--- config.mk ---
export PLATFORM = sky130hd
export DESIGN_NAME = sensor_conditioner_flat
export DESIGN_NICKNAME = d
export VERILOG_FILES = /design/src/rtl/traffic_pkg.sv /design/src/rtl/sensor_conditioner_if.sv /design/src/rtl/sensor_debounce.sv /design/src/rtl/sensor_conditioner.sv /design/src/flat_wrapper.sv
export SDC_FILE = /design/constraint.sdc
export NUM_CORES = 1
export LEC_CHECK = 0
export ABC_AREA = 1
export BUFFER_PORTS_ARGS = -buffer_cell sky130_fd_sc_hd__buf_4
export CAP_MARGIN = 20
export CORE_MARGIN = 1.5
export CORE_UTILIZATION = 55
export CTS_BUF_LIST = sky130_fd_sc_hd__clkbuf_8
export DETAILED_ROUTE_END_ITERATION = 10
export GPL_TIMING_DRIVEN = 0
export PLACE_DENSITY = 0.87
export RECOVER_POWER = 25
export SYNTH_ARGS = -nofsm -noshare
export SYNTH_HDL_FRONTEND = slang
export SYNTH_SLANG_ARGS = --single-unit
--- constraint.sdc ---
create_clock -name clk -period 1.6 [get_ports clk]
set_clock_uncertainty 0.15 [all_clocks]
set_input_delay 0.16 -clock clk [delete_from_list [all_inputs] [get_ports clk]]
set_output_delay 0.16 -clock clk [all_outputs]
set_load 0.03 [all_outputs]
--- src/rtl/traffic_pkg.sv ---
// Shared types and defaults for the traffic-light controller front end.
// Provides the demand code enum and the helper that maps debounced near/far levels to a code.
package traffic_pkg;

  typedef enum logic [1:0] {
    NONE  = 2'd0,
    SHORT = 2'd1,
    LONG  = 2'd2,
    FAULT = 2'd3
  } demand_t;

  localparam int NUM_APPROACHES          = 4;
  localparam int DEFAULT_DEBOUNCE_CYCLES = 4;
  localparam int DEFAULT_FAULT_CYCLES    = 16;

  // A far-only pattern is physically implausible; it reads as a fault only when detection is built in.
  function automatic demand_t classify_demand(input logic d1, input logic d5, input logic fault_en);
    demand_t code;
    case ({d1, d5})
      2'b00:   code = NONE;
      2'b10:   code = SHORT;
      2'b11:   code = LONG;
      default: code = fault_en ? FAULT : LONG;
    endcase
    return code;
  endfunction

endpackage

--- src/rtl/sensor_conditioner_if.sv ---
// Sensor-side bundle of sensor_conditioner: raw loop inputs, debounced levels, demand codes and flags.
// The master modport drives the raw sensors; the slave modport is the conditioner itself.
interface sensor_conditioner_if;

  logic       i_sensor_1_1, i_sensor_2_1, i_sensor_3_1, i_sensor_4_1;
  logic       i_sensor_1_5, i_sensor_2_5, i_sensor_3_5, i_sensor_4_5;
  logic       o_sensor_1_1, o_sensor_2_1, o_sensor_3_1, o_sensor_4_1;
  logic       o_sensor_1_5, o_sensor_2_5, o_sensor_3_5, o_sensor_4_5;
  logic [1:0] o_demand_1, o_demand_2, o_demand_3, o_demand_4;
  logic       o_demand_change;
  logic [3:0] o_fault;

  modport master (
    output i_sensor_1_1, i_sensor_2_1, i_sensor_3_1, i_sensor_4_1,
    output i_sensor_1_5, i_sensor_2_5, i_sensor_3_5, i_sensor_4_5,
    input  o_sensor_1_1, o_sensor_2_1, o_sensor_3_1, o_sensor_4_1,
    input  o_sensor_1_5, o_sensor_2_5, o_sensor_3_5, o_sensor_4_5,
    input  o_demand_1, o_demand_2, o_demand_3, o_demand_4,
    input  o_demand_change,
    input  o_fault
  );

  modport slave (
    input  i_sensor_1_1, i_sensor_2_1, i_sensor_3_1, i_sensor_4_1,
    input  i_sensor_1_5, i_sensor_2_5, i_sensor_3_5, i_sensor_4_5,
    output o_sensor_1_1, o_sensor_2_1, o_sensor_3_1, o_sensor_4_1,
    output o_sensor_1_5, o_sensor_2_5, o_sensor_3_5, o_sensor_4_5,
    output o_demand_1, o_demand_2, o_demand_3, o_demand_4,
    output o_demand_change,
    output o_fault
  );

endinterface

--- src/rtl/sensor_debounce.sv ---
// One sensor channel: two-flop synchroniser followed by a counting debounce filter.
// The debounced level follows the synchronised input only after DEBOUNCE_CYCLES consecutive mismatches.
module sensor_debounce
  import traffic_pkg::*;
#(
  parameter int DEBOUNCE_CYCLES = DEFAULT_DEBOUNCE_CYCLES
) (
  input  logic clk,
  input  logic rst_n,
  input  logic raw,
  output logic level
);

  localparam int CW = $clog2(DEBOUNCE_CYCLES + 1);
  localparam logic [CW-1:0] LAST_CNT = CW'(DEBOUNCE_CYCLES - 1);

  logic          sync1_q, sync1_d;
  logic          sync2_q, sync2_d;
  logic          level_q, level_d;
  logic [CW-1:0] cnt_q, cnt_d;

  // Any agreement between input and output discards a partial count, so glitches never accumulate.
  always_comb begin
    sync1_d = raw;
    sync2_d = sync1_q;
    level_d = level_q;
    cnt_d   = '0;
    if (sync2_q != level_q) begin
      if (cnt_q == LAST_CNT) begin
        level_d = sync2_q;
      end else begin
        cnt_d = cnt_q + CW'(1);
      end
    end
  end

  always_ff @(posedge clk or negedge rst_n) begin
    if (!rst_n) begin
      sync1_q <= 1'b0;
      sync2_q <= 1'b0;
      level_q <= 1'b0;
      cnt_q   <= '0;
    end else begin
      sync1_q <= sync1_d;
      sync2_q <= sync2_d;
      level_q <= level_d;
      cnt_q   <= cnt_d;
    end
  end

  assign level = level_q;

endmodule

--- src/rtl/sensor_conditioner.sv ---
// Conditions the eight raw loop sensors and publishes registered per-approach demand codes.
// Define SENSOR_FAULT_DETECT_EN to flag far-only patterns as FAULT with sticky per-approach fault bits.
module sensor_conditioner
  import traffic_pkg::*;
#(
  parameter int DEBOUNCE_CYCLES = DEFAULT_DEBOUNCE_CYCLES
`ifdef SENSOR_FAULT_DETECT_EN
  ,
  parameter int FAULT_CYCLES = DEFAULT_FAULT_CYCLES
`endif
) (
  input logic                 clk,
  input logic                 rst_n,
  sensor_conditioner_if.slave sc
);

`ifdef SENSOR_FAULT_DETECT_EN
  localparam logic FAULT_EN = 1'b1;
`else
  localparam logic FAULT_EN = 1'b0;
`endif

  logic [NUM_APPROACHES-1:0] raw_near, raw_far;
  logic [NUM_APPROACHES-1:0] level_near, level_far;

  assign raw_near = {sc.i_sensor_4_1, sc.i_sensor_3_1, sc.i_sensor_2_1, sc.i_sensor_1_1};
  assign raw_far  = {sc.i_sensor_4_5, sc.i_sensor_3_5, sc.i_sensor_2_5, sc.i_sensor_1_5};

  for (genvar a = 0; a < NUM_APPROACHES; a++) begin : g_chan
    sensor_debounce #(.DEBOUNCE_CYCLES(DEBOUNCE_CYCLES)) u_near (
      .clk   (clk),
      .rst_n (rst_n),
      .raw   (raw_near[a]),
      .level (level_near[a])
    );
    sensor_debounce #(.DEBOUNCE_CYCLES(DEBOUNCE_CYCLES)) u_far (
      .clk   (clk),
      .rst_n (rst_n),
      .raw   (raw_far[a]),
      .level (level_far[a])
    );
  end

  assign sc.o_sensor_1_1 = level_near[0];
  assign sc.o_sensor_2_1 = level_near[1];
  assign sc.o_sensor_3_1 = level_near[2];
  assign sc.o_sensor_4_1 = level_near[3];
  assign sc.o_sensor_1_5 = level_far[0];
  assign sc.o_sensor_2_5 = level_far[1];
  assign sc.o_sensor_3_5 = level_far[2];
  assign sc.o_sensor_4_5 = level_far[3];

  demand_t demand_q [NUM_APPROACHES];
  demand_t demand_d [NUM_APPROACHES];
  logic    change_q, change_d;

  // One change pulse covers every approach that moved on the same edge.
  always_comb begin
    change_d = 1'b0;
    for (int a = 0; a < NUM_APPROACHES; a++) begin
      demand_d[a] = classify_demand(level_near[a], level_far[a], FAULT_EN);
      if (demand_d[a] != demand_q[a]) begin
        change_d = 1'b1;
      end
    end
  end

  always_ff @(posedge clk or negedge rst_n) begin
    if (!rst_n) begin
      for (int a = 0; a < NUM_APPROACHES; a++) begin
        demand_q[a] <= NONE;
      end
      change_q <= 1'b0;
    end else begin
      for (int a = 0; a < NUM_APPROACHES; a++) begin
        demand_q[a] <= demand_d[a];
      end
      change_q <= change_d;
    end
  end

  assign sc.o_demand_1      = demand_q[0];
  assign sc.o_demand_2      = demand_q[1];
  assign sc.o_demand_3      = demand_q[2];
  assign sc.o_demand_4      = demand_q[3];
  assign sc.o_demand_change = change_q;

`ifdef SENSOR_FAULT_DETECT_EN
  localparam int FW = $clog2(FAULT_CYCLES + 1);
  localparam logic [FW-1:0] FAULT_LIMIT = FW'(FAULT_CYCLES);

  logic [FW-1:0]             fault_cnt_q [NUM_APPROACHES];
  logic [FW-1:0]             fault_cnt_d [NUM_APPROACHES];
  logic [NUM_APPROACHES-1:0] fault_q, fault_d;

  // The persistence counter saturates and restarts from zero whenever the far-only pattern breaks.
  always_comb begin
    fault_d = fault_q;
    for (int a = 0; a < NUM_APPROACHES; a++) begin
      fault_cnt_d[a] = '0;
      if (!level_near[a] && level_far[a]) begin
        fault_cnt_d[a] = (fault_cnt_q[a] == FAULT_LIMIT) ? fault_cnt_q[a] : fault_cnt_q[a] + FW'(1);
      end
      if (fault_cnt_d[a] == FAULT_LIMIT) begin
        fault_d[a] = 1'b1;
      end
    end
  end

  always_ff @(posedge clk or negedge rst_n) begin
    if (!rst_n) begin
      for (int a = 0; a < NUM_APPROACHES; a++) begin
        fault_cnt_q[a] <= '0;
      end
      fault_q <= '0;
    end else begin
      for (int a = 0; a < NUM_APPROACHES; a++) begin
        fault_cnt_q[a] <= fault_cnt_d[a];
      end
      fault_q <= fault_d;
    end
  end

  assign sc.o_fault = fault_q;
`else
  assign sc.o_fault = '0;
`endif

endmodule

--- src/flat_wrapper.sv ---
// flat-port wrapper written by rule: the top's interface ports become plain ports
module sensor_conditioner_flat import traffic_pkg::*;
#(
  parameter int DEBOUNCE_CYCLES = DEFAULT_DEBOUNCE_CYCLES

)
  (clk, rst_n, sc_i_sensor_1_1, sc_i_sensor_2_1, sc_i_sensor_3_1, sc_i_sensor_4_1, sc_i_sensor_1_5, sc_i_sensor_2_5, sc_i_sensor_3_5, sc_i_sensor_4_5, sc_o_sensor_1_1, sc_o_sensor_2_1, sc_o_sensor_3_1, sc_o_sensor_4_1, sc_o_sensor_1_5, sc_o_sensor_2_5, sc_o_sensor_3_5, sc_o_sensor_4_5, sc_o_demand_1, sc_o_demand_2, sc_o_demand_3, sc_o_demand_4, sc_o_demand_change, sc_o_fault);
  sensor_conditioner_if sc_i ();
  input logic clk;
  input logic rst_n;
  input wire logic [$bits(sc_i.i_sensor_1_1)-1:0] sc_i_sensor_1_1;
  input wire logic [$bits(sc_i.i_sensor_2_1)-1:0] sc_i_sensor_2_1;
  input wire logic [$bits(sc_i.i_sensor_3_1)-1:0] sc_i_sensor_3_1;
  input wire logic [$bits(sc_i.i_sensor_4_1)-1:0] sc_i_sensor_4_1;
  input wire logic [$bits(sc_i.i_sensor_1_5)-1:0] sc_i_sensor_1_5;
  input wire logic [$bits(sc_i.i_sensor_2_5)-1:0] sc_i_sensor_2_5;
  input wire logic [$bits(sc_i.i_sensor_3_5)-1:0] sc_i_sensor_3_5;
  input wire logic [$bits(sc_i.i_sensor_4_5)-1:0] sc_i_sensor_4_5;
  output wire logic [$bits(sc_i.o_sensor_1_1)-1:0] sc_o_sensor_1_1;
  output wire logic [$bits(sc_i.o_sensor_2_1)-1:0] sc_o_sensor_2_1;
  output wire logic [$bits(sc_i.o_sensor_3_1)-1:0] sc_o_sensor_3_1;
  output wire logic [$bits(sc_i.o_sensor_4_1)-1:0] sc_o_sensor_4_1;
  output wire logic [$bits(sc_i.o_sensor_1_5)-1:0] sc_o_sensor_1_5;
  output wire logic [$bits(sc_i.o_sensor_2_5)-1:0] sc_o_sensor_2_5;
  output wire logic [$bits(sc_i.o_sensor_3_5)-1:0] sc_o_sensor_3_5;
  output wire logic [$bits(sc_i.o_sensor_4_5)-1:0] sc_o_sensor_4_5;
  output wire logic [$bits(sc_i.o_demand_1)-1:0] sc_o_demand_1;
  output wire logic [$bits(sc_i.o_demand_2)-1:0] sc_o_demand_2;
  output wire logic [$bits(sc_i.o_demand_3)-1:0] sc_o_demand_3;
  output wire logic [$bits(sc_i.o_demand_4)-1:0] sc_o_demand_4;
  output wire logic [$bits(sc_i.o_demand_change)-1:0] sc_o_demand_change;
  output wire logic [$bits(sc_i.o_fault)-1:0] sc_o_fault;
  assign sc_i.i_sensor_1_1 = sc_i_sensor_1_1;
  assign sc_i.i_sensor_2_1 = sc_i_sensor_2_1;
  assign sc_i.i_sensor_3_1 = sc_i_sensor_3_1;
  assign sc_i.i_sensor_4_1 = sc_i_sensor_4_1;
  assign sc_i.i_sensor_1_5 = sc_i_sensor_1_5;
  assign sc_i.i_sensor_2_5 = sc_i_sensor_2_5;
  assign sc_i.i_sensor_3_5 = sc_i_sensor_3_5;
  assign sc_i.i_sensor_4_5 = sc_i_sensor_4_5;
  assign sc_o_sensor_1_1 = sc_i.o_sensor_1_1;
  assign sc_o_sensor_2_1 = sc_i.o_sensor_2_1;
  assign sc_o_sensor_3_1 = sc_i.o_sensor_3_1;
  assign sc_o_sensor_4_1 = sc_i.o_sensor_4_1;
  assign sc_o_sensor_1_5 = sc_i.o_sensor_1_5;
  assign sc_o_sensor_2_5 = sc_i.o_sensor_2_5;
  assign sc_o_sensor_3_5 = sc_i.o_sensor_3_5;
  assign sc_o_sensor_4_5 = sc_i.o_sensor_4_5;
  assign sc_o_demand_1 = sc_i.o_demand_1;
  assign sc_o_demand_2 = sc_i.o_demand_2;
  assign sc_o_demand_3 = sc_i.o_demand_3;
  assign sc_o_demand_4 = sc_i.o_demand_4;
  assign sc_o_demand_change = sc_i.o_demand_change;
  assign sc_o_fault = sc_i.o_fault;
  sensor_conditioner #(.DEBOUNCE_CYCLES(DEBOUNCE_CYCLES)) u_core (.clk(clk), .rst_n(rst_n), .sc(sc_i));
endmodule
==> impl_metrics.yaml, run 1 <==
yosys:
  yosysMostFrequentCell: "dfrtp_1"
  synthTopCellsByArea: "dfrtp_1, nand2_1, ha_1"
  synth-async-reset-ratio_pct: 100
  yosys.area_share.simple_pct: 14.6
  synth_top_area_share_pct: 67.2
  synth_ff_type: "dfrtp_1"
  synth_cells: 185
  seq_area_frac_synth_pct: 67.2
  synth.distinct_cells: 17
  yosys.area.top_type: "dfrtp_1"
  synth_compound_area_share_pct: 1.89
  synthMuxAreaShare_pct: 1.06
  synth_top_family_by_area: "simple AND/OR/NAND/NOR gates"
  synth_edf_count: 0
  ys_ff_latch: 57
  yosys_warnings: 0
  synth_fa_ha_area_share_pct: 4.72
  syn_area_per_cell_um2: 11.5
  synth_commonest_cells: "dfrtp_1, nand2_1, inv_1, nor2_1, xnor2_1"
  synth.cell_area_um2: 2120
  synth_xor_area_share_pct: 4.54
worst_setup_path:
  cp_data_arrival_time_ps: 1020
  cp-startpoint: "u_core.g_chan[0].u_far.level$_DFFE_PN0P_"
  crit_family: "flip-flops"
  worstSetupStartpointType: "flip-flop"
  cpPeakStageDelay_ps: 480
  end_kind: "output pin"
  crit_type: "flip-flop to output pin"
  timing.rr.start: "u_core.g_chan[2].u_far.cnt_q[0]$_DFF_PN0_"
  crit_buf_inv: 1
  crit_chain: "buf_4"
  critPathMaxFanout: 7
  cp_slowest_cell: "dfrtp_1"
  required_ps: 1290
sta:
  max_freq_mhz: 751
  tightest_slew_ps: 727
  setup_viol: 0
  tns_ps: 0
  min_period_ps: 1330
  rsz0062_at_grt: "no"
  finalCritPeriodShare_pct: 83.2
  drv_slew: 0
  slew_headroom_pct: 51.5
  hold_viol: 0
final_layout:
  final_cell_area_um2: 2640
  area_delta_synth_final_pct: 24.2
  nNetsFinal: 252
  nFillCells: 271
  diodes: 0
  drive_gt1_share_pct: 18.5
floorplan:
  die_w_um: 65.1
  dieArea_um2: 4240
  core.rowCount: 22
  die_y_um: 65.1
  start_util_pct: 57.5
  pin_count: 31
  core_um2: 3690
power_and_ir_drop:
  clkPwrFrac_pct: 21.3
  p_leak_uw: 0.00134
  power_density_nw_per_um2: 1890
  max-vdd-ir-drop_v: 0.00126
  p_seq_share_pct: 43.0
  switching_share_pct: 37.4
  switchingPower_uw: 1860
  combPwrFrac_pct: 35.7
  p_int_uw: 3120
run_status:
  status: "completed"
drt:
  drtAntennaViolNets: 0
  drt_pass1_iterations: 4
  wl_per_cell_um: 11.5
  vias: 1341
  vias_per_cell: 4.69
  wirelength_mm: 3.28
  first_iter_violations: 67
  post-route-drc-count: 0
placement:
  dpl.hpwl_mm: 2.17
  io_buffers: 26
  placed_cell_area_um2: 2390
  gp_congestion: 0.734
global_routing:
  grt_pass1_wl_mm: 5.79
  grt_usage_pct: 19.0
  grt_max_degree: 58
  grt_overflow_total: 0
  antenna_found_initial: 0
  grt_pass1_vias: 1384
clocking:
  cts_max_path_buffers: 2
  numCtsBuffers: 9
  root_buffer: "clkbuf_8"
  cts_setup_buffers: 0
  clk_pin_slew_ps: 60
  tritoncts: "done"
  clock_sinks: 57
  ctsResizeCount: 0
  clock_latency_ps: 320
  cts-htree-levels: 3
  cts.hold.buffers_added: 9
flow_run:
  cap_violations: 0
min_path:
  hold_path.class: "flip-flop to flip-flop"
  hp-start: "u_core.g_chan[0].u_far.sync1_q$_DFF_PN0_"
[state kept, by name, summed over array words and instances, names as in the netlist]
name	cells
u_core.g_chan.u_far.cnt_q	12
u_core.g_chan.u_near.cnt_q	12
u_core.g_chan.u_far.level	4
u_core.g_chan.u_far.sync1_q	4
u_core.g_chan.u_far.sync2_q	4
u_core.g_chan.u_near.level	4
u_core.g_chan.u_near.sync1_q	4
u_core.g_chan.u_near.sync2_q	4
u_core.sc.o_demand_1	2
u_core.sc.o_demand_2	2
u_core.sc.o_demand_3	2
u_core.sc.o_demand_4	2
u_core.sc.o_demand_change	1
[cell type report]
class                   count  area, um^2  share of cell area, %
clock inverters             5        18.8                  0.712
plain buffers               8        45.0                   1.71
clock buffers              10         138                   5.22
flip-flops and latches     57        1430                   54.1
well taps                  48        60.1                   2.28
inverters                  21        78.8                   2.99
repair buffers             35         285                   10.8
multi-input cells         102         583                   22.1
[worst paths after layout]
| path | cells past startpoint | slack (ps) | endpoint |
|---|---|---|---|
| max | 1 | 270 | sc_o_sensor_1_5 |
| min | 0 | 200 | u_core.g_chan[0].u_far.sync2_q$_DFF_PN0_ |
| max reg2reg | 3 | 290 | u_core.g_chan[2].u_far.level$_DFFE_PN0P_ |
| min reg2reg | 0 | 200 | u_core.g_chan[0].u_far.sync2_q$_DFF_PN0_ |
| max in group asynchronous | 2 | 510 | u_core.g_chan[3].u_far.sync2_q$_DFF_PN0_ |
| min in group asynchronous | 2 | 310 | u_core.g_chan[1].u_near.level$_DFFE_PN0P_ |
[cell families (layout without fill, tap and decap cells)]
kind of cell | after synthesis | in the layout
buf+inv | 29 | 79
other cells | 1 | 4
fa+ha+maj | 8 | 8
simple gates | 69 | 69
mux | 2 | 2
xor+xnor | 11 | 11
flops | 57 | 57
compound gates | 8 | 8
[stage by stage]
step / cells / power (uW) / utilization, % / hold WS [ps] / setup WS, ps
after detailed placement: 262 / 3930 / 64.8 / 95.7 / 300
after CTS: 286 / 5040 / 71.4 / 199 / 254
after global placement: 262 / 3840 / 64.8 / 96.4 / 321
after global routing: 286 / 5350 / 71.4 / 204 / 215
final: 286 / 4980 / 71.4 / 196 / 269
after floorplan: 188 / 3320 / - / -286 / 342
[layer usage]
layer	global-route usage, %	vias to the layer above	share of wire, %
li1	-	661	-
met1	21.9	647	42
met2	31.3	24	52
met3	5.31	9	4.0
met4	12.5	0	2.2
met5	0	-	0
[placed cells by master (no fill, tap or decap), types with 2 or more instances in the layout]
cell type / count
o21ai_0: 4
nor2_1: 18
buf_4: 21
nor3b_1: 4
ha_1: 8
nor3_1: 10
clkbuf_4: 9
inv_1: 26
clkbuf_1: 4
xnor2_1: 11
nor3b_2: 2
a21oi_1: 4
dfrtp_1: 57
dlygate4sd3_1: 9
nand2_1: 33
conb_1: 4
mux2_2: 2
clkbuf_8: 10
[power groups by stage]
stage | clock network [uW] | logic (uW) | registers [uW]
6_report | 1060 | 1780 | 2140
5_1_grt | 1170 | 2000 | 2190
4_1_cts | 1080 | 1810 | 2150
3_5_place_dp | 0 | 1760 | 2170
3_3_place_gp | 0 | 1700 | 2140
2_1_floorplan | 0 | 832 | 2490
Note: power is estimated with default switching activity, not from simulation.
==> inputs of run 2 (changes only) <==
==> constraint.sdc (replaced) <==
create_clock -name clk -period 1.25 [get_ports clk]
set_clock_uncertainty 0.15 [all_clocks]
set_input_delay 0.125 -clock clk [delete_from_list [all_inputs] [get_ports clk]]
set_output_delay 0.125 -clock clk [all_outputs]
set_load 0.03 [all_outputs]
==> impl_metrics.yaml, run 2 (synthesis results as in run 1) <==
run_status:
  status: "completed"
final_layout:
  area_delta_synth_final_pct: 31.1
  instances_no_fill: 292
  diodes: 0
  final_common_cell: "dfrtp_1"
  nNetsFinal: 257
  reg_top3: "u_core.g_chan.u_far.cnt_q: 12 flops, u_core.g_chan.u_near.cnt_q: 12 flops"
  drive_gt1_share_pct: 31.1
  final_cell_area_um2: 2780
  final_cell_mix: "dfrtp_1, nand2_1, buf_4, inv_1, nor2_1"
  post-route-util_pct: 75.4
clocking:
  root_buffer: "clkbuf_8"
  numCtsBuffers: 9
  clk_pin_slew_ps: 60
  tritoncts: "done"
  cts_max_path_buffers: 2
  cts-htree-levels: 3
  clock_latency_ps: 330
  clock_sinks: 57
global_routing:
  grt_max_degree: 58
  grt_usage_pct: 20.4
  antenna_found_initial: 0
  use_met2_pct: 32.5
  grt_pass1_wl_mm: 6.14
  grt_use_met3_pct: 7.02
  grt.busiest_layer: "met2"
  grt_pass1_vias: 1409
  use_met1_pct: 23.7
  grt_overflow_total: 0
worst_setup_path:
  cp_slowest_cell: "dfrtp_2"
  cp_data_arrival_time_ps: 970
  crit_type: "flip-flop to output pin"
  cpPeakStageDelay_ps: 460
  rrSetupSlack_ps: 0.1
  critPathMaxFanout: 5
  crit_chain: "buf_4"
  crit_family: "flip-flops"
  worstSetupStartpointType: "flip-flop"
  crit_buf_inv: 1
  end_kind: "output pin"
  required_ps: 980
floorplan:
  pin_count: 31
  core_um2: 3690
  core.rowCount: 22
  dieArea_um2: 4240
  start_util_pct: 57.5
  die_y_um: 65.1
  die_w_um: 65.1
drt:
  vias: 1408
  post-route-drc-count: 0
  wirelength_mm: 3.86
  drtAntennaViolNets: 0
  vias_per_cell: 4.82
  wl_per_cell_um: 13.2
  first_iter_violations: 35
  drt_pass1_iterations: 4
placement:
  gp_congestion: 0.707
  pre_cts_ws_ps: -51.7
  dp_cells: 262
  dpl.hpwl_mm: 2.18
  io_buffers: 26
  placed_cell_area_um2: 2390
sta:
  tightest_slew_ps: 685
  hold_viol: 0
  hold_ws_ps: 192
  max_freq_mhz: 800
  fin_ws_ps: 0.129
  slew_headroom_pct: 54.3
  drv_slew: 0
  rsz0062_at_grt: "yes"
  min_period_ps: 1250
  finalCritPeriodShare_pct: 100
  setup_viol: 0
power_and_ir_drop:
  p_leak_uw: 0.00138
  power_density_nw_per_um2: 2530
  max-vdd-ir-drop_v: 0.00183
min_path:
  hold_path.class: "flip-flop to flip-flop"
flow_run:
  cap_violations: 0
[run 2: cell type report]
cell class / count / area, um^2
tap: 48 / 60.1
multi-input combinational: 102 / 639
timing repair buffer: 40 / 334
clock buffer: 13 / 179
clock inverter: 3 / 13.8
sequential: 57 / 1430
fill: 238 / 906
buffer: 8 / 45.0
inverter: 21 / 78.8
[run 2: stage by stage]
step                setup TNS (ps)  total power (uW)
floorplan                        0              4260
global placement             -35.6              4930
detailed placement           -74.1              5050
CTS                              0              6830
global route                  -217              7510
finish                           0              7030
[run 2: final timing paths]
check,from,cells after the start,endpoint
max,u_core.g_chan[3].u_far.level$_DFFE_PN0P_,1,sc_o_sensor_4_5
min,u_core.g_chan[1].u_far.sync1_q$_DFF_PN0_,0,u_core.g_chan[1].u_far.sync2_q$_DFF_PN0_
max reg2reg,u_core.g_chan[0].u_far.level$_DFFE_PN0P_,4,u_core.sc.o_demand_change$_DFF_PN0_
min reg2reg,u_core.g_chan[1].u_far.sync1_q$_DFF_PN0_,0,u_core.g_chan[1].u_far.sync2_q$_DFF_PN0_
max in group asynchronous,rst_n,2,u_core.g_chan[2].u_near.level$_DFFE_PN0P_
min in group asynchronous,rst_n,2,u_core.g_chan[1].u_near.sync2_q$_DFF_PN0_
[run 2: what timing repair did]
| item | 4_1_cts | 5_1_grt |
|---|---|---|
| pin swaps | 3 | 5 |
| resized for setup | 10 | 17 |
| endpoints found under the setup margin | 6 | 16 |
| buffers inserted | 3 | 2 |
| hold buffers | 9 | 0 |
| endpoints found under the hold margin | 65 | 0 |
[run 2: report_power, final]
part	switching (uW)	internal, uW
clock network	668	921
registers	456	2350
logic	1510	1130
[run 2: routing by layer]
| metal | part of all wire (%) | vias up | wire [um] |
|---|---|---|---|
| li1 | - | 677 | - |
| met1 | 40 | 678 | 1530 |
| met2 | 52 | 38 | 2010 |
| met3 | 4.7 | 15 | 180 |
| met4 | 3.4 | 0 | 133 |
| met5 | 0 | - | 0 |
==> inputs of run 3 (changes only) <==
--- a/config.mk
+++ b/config.mk
@@ -14,7 +14,7 @@
 export DETAILED_ROUTE_END_ITERATION = 10
 export GPL_TIMING_DRIVEN = 0
 export PLACE_DENSITY = 0.87
-export RECOVER_POWER = 25
 export SYNTH_ARGS = -nofsm -noshare
 export SYNTH_HDL_FRONTEND = slang
+export SYNTH_HIERARCHICAL = 1
 export SYNTH_SLANG_ARGS = --single-unit
==> impl_metrics.yaml, run 3 <==
yosys:
  synth-async-reset-ratio_pct: 100
  ys_ff_latch: 57
  synth.cell_area_um2: 2360
  syn_area_per_cell_um2: 9.17
  synth.distinct_cells: 16
  synth_top_area_share_pct: 60.3
  synth_cells: 258
  synth_commonest_cells: "nand2_1, dfrtp_1, inv_1, nor2_1, nand2_2"
  synthTopCellsByArea: "dfrtp_1, nand2_1, inv_1"
  yosys_warnings: 6
  synth_ff_type: "dfrtp_1"
  synth_edf_count: 0
  yosysMostFrequentCell: "nand2_1"
  yosys.area.top_type: "dfrtp_1"
  seq_area_frac_synth_pct: 60.3
placement:
  dpl.hpwl_mm: 2.54
  gp_congestion: 0.781
  io_buffers: 26
  pre_cts_ws_ps: 35.5
sta:
  rsz0062_at_grt: "yes"
  tns_ps: 0
  slew_headroom_pct: 54.8
  tightest_slew_ps: 678
  finalCritPeriodShare_pct: 97.7
  max_freq_mhz: 819
  hold_viol: 0
  fin_ws_ps: 28.6
  min_period_ps: 1220
  drv_slew: 0
  setup_viol: 0
clocking:
  numCtsBuffers: 9
  tritoncts: "done"
  clock_latency_ps: 320
  clk_pin_slew_ps: 60
  root_buffer: "clkbuf_8"
  cts_max_path_buffers: 2
  cts-htree-levels: 3
  clock_sinks: 57
drt:
  wl_per_cell_um: 10.5
  drtAntennaViolNets: 0
  vias_per_cell: 4.54
  vias: 1690
  wirelength_mm: 3.90
  first_iter_violations: 114
  post-route-drc-count: 0
  drt_pass1_iterations: 4
floorplan:
  start_util_pct: 58.3
  dieArea_um2: 4700
  pin_count: 31
  die_y_um: 68.6
  core.rowCount: 23
  die_w_um: 68.6
  core_um2: 4060
worst_setup_path:
  crit_type: "flip-flop to output pin"
  crit_family: "flip-flops"
  crit_buf_inv: 1
  cp_slowest_cell: "dfrtp_2"
  critPathMaxFanout: 6
  end_kind: "output pin"
  required_ps: 980
  cp_data_arrival_time_ps: 950
  worstSetupStartpointType: "flip-flop"
  crit_chain: "buf_4"
  cpPeakStageDelay_ps: 440
final_layout:
  diodes: 0
  nNetsFinal: 335
  final_common_cell: "nand2_1"
  final_cell_mix: "nand2_1, dfrtp_1, inv_1, buf_4, nor2_1"
  seq_area_um2: 1440
  drive_gt1_share_pct: 28.3
  area_delta_synth_final_pct: 27.3
  reg_top3: "u_core/g_chan.u_far/cnt_q: 12 flops, u_core/g_chan.u_near/cnt_q: 12 flops"
  multi_input_area_um2: 719
  nFillCells: 299
min_path:
  hold_path.class: "flip-flop to flip-flop"
power_and_ir_drop:
  power_density_nw_per_um2: 2320
  max-vdd-ir-drop_v: 0.00114
  p_leak_uw: 0.00162
flow_run:
  cap_violations: 0
run_status:
  status: "completed"
global_routing:
  grt_use_met3_pct: 5.36
  grt_usage_pct: 20.2
  use_met1_pct: 22.5
  antenna_found_initial: 0
  grt_max_degree: 58
  grt_pass1_vias: 1671
  grt_overflow_total: 0
  grt.busiest_layer: "met2"
  use_met2_pct: 33.8
  grt_pass1_wl_mm: 6.69
run 3: changes by cell type in the layout (fill, tap and decap cells not counted), sizes merged, moves of 2 or more:
| cell | previous run | this run |
|---|---|---|
| o21ai | 4 | 1 |
| mux2 | 2 | 0 |
| clkbuf | 25 | 17 |
| xnor2 | 11 | 2 |
| nand3 | 1 | 9 |
| nor3b | 6 | 0 |
| a21oi | 4 | 0 |
| inv | 22 | 51 |
| nand2 | 33 | 89 |
| buf | 27 | 40 |
| nor2 | 18 | 30 |
| nor3 | 10 | 0 |
run 3: timing repair:
| action | CTS | global route |
|---|---|---|
| buffers inserted | 7 | 3 |
| gates resized for setup | 6 | 5 |
| endpoints found under the setup margin | 7 | 8 |
| hold buffers | 9 | 0 |
| pin swaps | 0 | 0 |
| hold endpoints to repair | 65 | 0 |
run 3: stage by stage:
stage	power, uW	utilization, %	cell area, um^2	cells	hold slack, ps
final	6990	74.2	3010	372	197
after detailed placement	5140	64.9	2630	337	67.8
after CTS	6960	73.4	2980	369	198
after global placement	5000	64.9	2630	337	63.6
after floorplan	4370	-	2380	261	-321
after global routing	7550	74.2	3010	372	204
run 3: metal layers:
layer | wire [um] | part of all wire, %
met2 | 2000 | 51
met5 | 0 | 0
met3 | 141 | 3.6
met1 | 1690 | 43
met4 | 65 | 1.7
run 3: area by class of cell:
class,count,share of cell area (%)
Inverter,50,6.23
Buffer,8,1.50
Timing Repair Buffer,45,12.2
Clock buffer,13,5.94
Multi-Input combinational cell,146,23.9
Sequential cell,57,47.7
Clock inverter,3,0.457
Tap cell,50,2.08
run 3: path summary, 6_finish.rpt:
kind | from | to | slack [ps] | cells after the start
worst max-delay path | u_core/g_chan[3].u_near/level$_DFFE_PN0P_ | sc_o_sensor_4_1 | 30 | 1
worst min-delay path | u_core/g_chan[3].u_near/sync1_q$_DFF_PN0_ | u_core/g_chan[3].u_near/sync2_q$_DFF_PN0_ | 200 | 0
worst max register to register | u_core/g_chan[0].u_far/level$_DFFE_PN0P_ | u_core/sc.o_demand_change$_DFF_PN0_ | 70 | 6
worst min register to register | u_core/g_chan[3].u_near/sync1_q$_DFF_PN0_ | u_core/g_chan[3].u_near/sync2_q$_DFF_PN0_ | 200 | 0
max in group asynchronous | rst_n | u_core/g_chan[2].u_near/level$_DFFE_PN0P_ | 220 | 2
min in group asynchronous | rst_n | u_core/g_chan[1].u_near/sync1_q$_DFF_PN0_ | 250 | 2
run 3: power by group:
group / internal, uW / switching [uW]
clock: 921 / 653
combinational: 1140 / 1560
sequential: 2340 / 384
run 3: cells by family (layout without fill, tap and decap cells):
| family | count (synthesis) | in the layout | share of synthesized area [%] |
|---|---|---|---|
| flip-flops | 57 | 57 | 60.3 |
| buffers and inverters | 58 | 119 | 9.84 |
| AND/OR/NAND/NOR | 130 | 130 | 24.2 |
| AO/OA/AOI/OAI | 2 | 2 | 0.529 |
| other | 1 | 4 | 0.159 |
| adder cells (fa/ha/maj) | 8 | 8 | 4.23 |
| XOR/XNOR | 2 | 2 | 0.741 |
